$ cat config.mk
export PLATFORM = sky130hd
export DESIGN_NAME = fetch_stage
export DESIGN_NICKNAME = d
export VERILOG_FILES = /design/src/rtl/fetch_stage.sv
export SDC_FILE = /design/constraint.sdc
export NUM_CORES = 1
export LEC_CHECK = 0
export BUFFER_PORTS_ARGS = -buffer_cell sky130_fd_sc_hd__buf_2
export CORE_AREA = 2 2 105 157
export CTS_CLUSTER_DIAMETER = 60
export DETAILED_ROUTE_END_ITERATION = 10
export DIE_AREA = 0 0 107 159
export PLACE_DENSITY = 0.73
export SETUP_SLACK_MARGIN = 0.5
export SKIP_LAST_GASP = 1
export SYNTH_ARGS = -nofsm -noshare
export SYNTH_HDL_FRONTEND = slang
export SYNTH_SLANG_ARGS = --single-unit
$ cat constraint.sdc
create_clock -name clk -period 2.5 [get_ports clk]
set_input_delay 0.25 -clock clk [delete_from_list [all_inputs] [get_ports clk]]
set_output_delay 0.25 -clock clk [all_outputs]
set_load 0.005 [all_outputs]
$ cat src/rtl/fetch_stage.sv
// MIPS instruction fetch stage: PC register, instruction memory word address and IF/ID register.
// Define FETCH_PERF_CNT_EN to add the fetch/stall/flush event counters.
module fetch_stage #(
  parameter int unsigned         PC_WIDTH    = 32,
  parameter int unsigned         ADDR_SIZE   = 8,
  parameter int unsigned         INSTR_WIDTH = 32,
  parameter logic [PC_WIDTH-1:0] RESET_PC    = '0
) (
  input  logic                   clk,
  input  logic                   rst_n,
  input  logic                   stall,
  input  logic                   flush,
  input  logic                   redirect,
  input  logic [PC_WIDTH-1:0]    redirect_pc,
  output logic [ADDR_SIZE-1:0]   addr,
  input  logic [INSTR_WIDTH-1:0] instr,
  output logic [PC_WIDTH-1:0]    pc,
  output logic                   if_id_valid,
  output logic [INSTR_WIDTH-1:0] if_id_instr,
  output logic [PC_WIDTH-1:0]    if_id_pc,
  output logic [PC_WIDTH-1:0]    if_id_pc_plus4
`ifdef FETCH_PERF_CNT_EN
  ,
  output logic [31:0]            fetch_cnt,
  output logic [31:0]            stall_cnt,
  output logic [31:0]            flush_cnt
`endif
);

  logic [PC_WIDTH-1:0] pc_plus4;
  logic [PC_WIDTH-1:0] pc_next;
  logic                bubble;
  logic                load;

  always_comb begin
    pc_plus4 = pc + PC_WIDTH'(4);
    bubble   = flush | redirect;
    load     = !bubble && !stall;
    pc_next  = pc;
    // Redirect beats stall; target is forced word aligned.
    if (redirect)
      pc_next = redirect_pc & ~PC_WIDTH'(3);
    else if (!stall)
      pc_next = pc_plus4;
  end

  assign addr = pc[ADDR_SIZE+1:2];

  always_ff @(posedge clk or negedge rst_n) begin
    if (!rst_n)
      pc <= RESET_PC;
    else
      pc <= pc_next;
  end

  always_ff @(posedge clk or negedge rst_n) begin
    if (!rst_n) begin
      if_id_valid    <= 1'b0;
      if_id_instr    <= '0;
      if_id_pc       <= '0;
      if_id_pc_plus4 <= '0;
    end else if (bubble) begin
      if_id_valid    <= 1'b0;
      if_id_instr    <= '0;
      if_id_pc       <= '0;
      if_id_pc_plus4 <= '0;
    end else if (load) begin
      if_id_valid    <= 1'b1;
      if_id_instr    <= instr;
      if_id_pc       <= pc;
      if_id_pc_plus4 <= pc_plus4;
    end
  end

`ifdef FETCH_PERF_CNT_EN
  always_ff @(posedge clk or negedge rst_n) begin
    if (!rst_n) begin
      fetch_cnt <= '0;
      stall_cnt <= '0;
      flush_cnt <= '0;
    end else begin
      if (load)
        fetch_cnt <= fetch_cnt + 32'd1;
      if (stall && !redirect)
        stall_cnt <= stall_cnt + 32'd1;
      if (bubble)
        flush_cnt <= flush_cnt + 32'd1;
    end
  end
`endif

endmodule

==> flow_metrics.py <==
metrics = {
    "synthesis": {
        "ys_types": 46,
        "synth.top_cell.area_share": 0.503,
        "synth_area_per_cell_sq_um": 9.75,
        "async_flop_share": 1.00,
        "synth_edf_count": 0,
        "yosysMostFrequentCell": "dfrtp_1",
        "ys_seq_area_frac": 0.503,
        "yosysTopAreaCell": "dfrtp_1",
        "synthTopCellsByArea": "dfrtp_1, mux2i_1, nor2_1",
        "netlist_area_sq_um": 6120,
        "synth_commonest_cells": "dfrtp_1, nor2_1, mux2i_1",
        "yosys_warnings": 0,
        "ys_ff_latch": 123,
        "synth_flop_cell": "dfrtp_1",
        "synthCells": 628,
    },
    "placed_design": {
        "port_buffers": 197,
        "gp_congestion": 0.830,
        "placed_cells": 989,
        "dpl.hpwl_um": 12200,
    },
    "route": {
        "initialDrtViolationCount": 264,
        "viasPerCell": 5.29,
        "drc": 0,
        "wirelength_um": 17600,
        "antenna_left": 0,
        "wl_per_cell_um": 17.2,
        "drt_first_pass_iters": 5,
        "vias": 5427,
    },
    "hold_path": {
        "holdCritPathClass": "input port to flip-flop",
        "hold_path_end": "pc[10]",
        "min-delay-start": "redirect_pc[10]",
        "whs_path_depth": 3,
    },
    "pwr": {
        "p_per_area_nw_per_um2": 686,
        "p_leak_nw": 3.86,
        "max-vdd-ir-drop_mv": 0.411,
    },
    "clock_network": {
        "clkTransAtPathRegs_ns": 0.06,
        "insertion_delay_ns": 0.41,
        "cts_tree": "built",
        "htreeDepth": 4,
        "cts_buffers": 17,
        "clockBufferDepth": 2,
        "clockRootBuffer": "clkbuf_16",
        "numClockSinks": 123,
    },
    "worst_setup_path": {
        "crit_family": "simple AND/OR/NAND/NOR gates",
        "required_ns": 2.83,
        "cp_max_fo": 11,
        "slowest_delay_ns": 0.55,
        "reg2reg_setup_slack_ns": 0.59,
        "critical_path.slowest_cell": "or4_1",
        "cp-start-kind": "flip-flop",
        "path_class": "flip-flop to flip-flop",
        "r2r-end": "pc[31]",
        "r2r_start": "pc[4]",
        "path_buf_inv": 0,
        "path_cells": "and3_2 > nand4_2 > or4_1 > a31oi_1",
        "cp-end-kind": "flip-flop",
        "r2r_cells": 4,
        "cp.arrival_ns": 2.25,
    },
    "timing": {
        "rsz0062_at_grt": "true",
        "post-route-min-period_ns": 1.91,
        "tightest_slew_ns": 0.554,
        "hold_violations": 0,
        "timing.fmax_mhz": 523,
        "finalCritPeriodShare": 0.766,
        "drv_slew": 0,
        "skew_ns": 0.00850,
        "slew_headroom": 0.631,
        "finalSetupViolCount": 0,
        "setup-tns-final_ns": 0,
    },
    "global_route": {
        "antenna_found_initial": 2,
        "gr-total-overflow": 0,
        "grt_pass1_wl_um": 28200,
        "grt_pass1_vias": 5226,
        "grt_usage": 0.210,
        "grt_max_degree": 60,
    },
    "final_layout": {
        "drive_gt1_frac": 0.350,
        "nNetsFinal": 877,
        "final_cells": 1025,
        "area_growth_syn_to_layout_pct": 29.9,
    },
    "die": {
        "row_count": 56,
        "start_util": 0.392,
        "die_w_um": 107,
        "io-pin-count": 206,
        "die_area_sq_um": 17000,
        "die_y_um": 159,
        "core_area_sq_um": 15600,
    },
    "run_status": {
        "outcome": "complete, no violations",
    },
    "run": {
        "maxCapViolations": 0,
    },
}
[worst max path at each step]
stage                    endpoint  startpoint  slack [ns]  cells past startpoint
6_report                   pc[31]       pc[4]        0.59                      4
5_1_grt        if_id_pc_plus4[26]      pc[18]        0.48                      5
4_1_cts                    pc[25]      pc[11]        0.52                      4
3_5_place_dp   if_id_pc_plus4[24]       pc[7]        0.40                      4
3_3_place_gp               pc[31]       pc[4]        0.44                      4
2_1_floorplan              pc[25]       pc[5]        0.64                      5
[flip-flops by register name, indices dropped and copies added (netlist names)]
signal	cells
if_id_instr	32
if_id_pc	30
if_id_pc_plus4	30
pc	30
if_id_valid	1
[stage by stage]
stage | setup WS [ns] | cell area, sq um | utilization | hold WS, ns | power (mW)
after floorplan | 0.638 | 6140 | - | -0.0456 | 2.62
after global placement | 0.444 | 7280 | 0.466 | 0.238 | 2.92
after detailed placement | 0.405 | 7280 | 0.466 | 0.245 | 2.94
after CTS | 0.518 | 7920 | 0.507 | 0.0324 | 5.50
after global routing | 0.483 | 7960 | 0.509 | 0.0492 | 5.69
final | 0.586 | 7960 | 0.509 | 0.0477 | 5.46
[power by group]
| group | internal, mW | switching [mW] |
|---|---|---|
| Sequential | 2.10 | 0.128 |
| Combinational | 0.302 | 0.387 |
| Clock | 1.60 | 0.950 |
[repair_timing]
item                                    CTS  global route
gates resized for setup                  10            13
endpoints found under the setup margin   20            17
pin swaps                                 1             0
hold buffers                              1             0
endpoints found under the hold margin    32             0
setup buffers                             1             0
[worst register-to-register path: stages (launching register included)]
cell,delay [ns]
dfrtp_2,0.49
and3_2,0.33
nand4_2,0.29
or4_1,0.55
a31oi_1,0.17
[metal layers]
metal	routed length (um)	track usage	vias up
met4	345	0.0738	0
met2	9190	0.360	183
met3	1040	0.0483	23
li1	-	-	2590
met5	0	0	-
met1	7040	0.257	2631
[placed cells by master, fill, tap and decap left out, types with 4 or more instances in the layout]
master	n
buf_2	195
dfrtp_1	109
nor2_1	86
mux2i_1	57
o21ai_0	44
nand2_1	35
buf_4	31
a31oi_1	27
a21oi_1	19
or4_1	19
o31ai_1	18
xnor2_1	17
clkbuf_16	17
nand3_1	14
dfrtp_2	14
nand4_1	12
nor4_1	9
nor3_1	9
or3_1	9
xor2_1	7
conb_1	6
inv_1	4
clkinv_4	4
[layout make-up]
| type | count | area (sq um) |
|---|---|---|
| antenna | 2 | 5.00 |
| clock buffer | 18 | 439 |
| clock inverter | 14 | 171 |
| fill | 1457 | 7670 |
| inverter | 5 | 18.8 |
| multi-input combinational | 431 | 2720 |
| sequential | 123 | 3100 |
| tap | 203 | 254 |
| timing repair buffer | 229 | 1260 |
[cell families (layout without fill, tap and decap cells)]
| logic type | count (synthesis) | count (layout) | synth area share |
|---|---|---|---|
| AOI/OAI and AO/OA | 119 | 119 | 0.116 |
| xor gates and xnor gates | 24 | 24 | 0.0343 |
| adders and majority gates | 1 | 1 | 0.00204 |
| buffers and inverters | 79 | 266 | 0.0623 |
| DFF | 123 | 123 | 0.503 |
| muxes | 57 | 57 | 0.0932 |
| other | 1 | 8 | 0.000612 |
| and+or+nand+nor | 224 | 224 | 0.189 |
(Power assumes the default switching activity.)
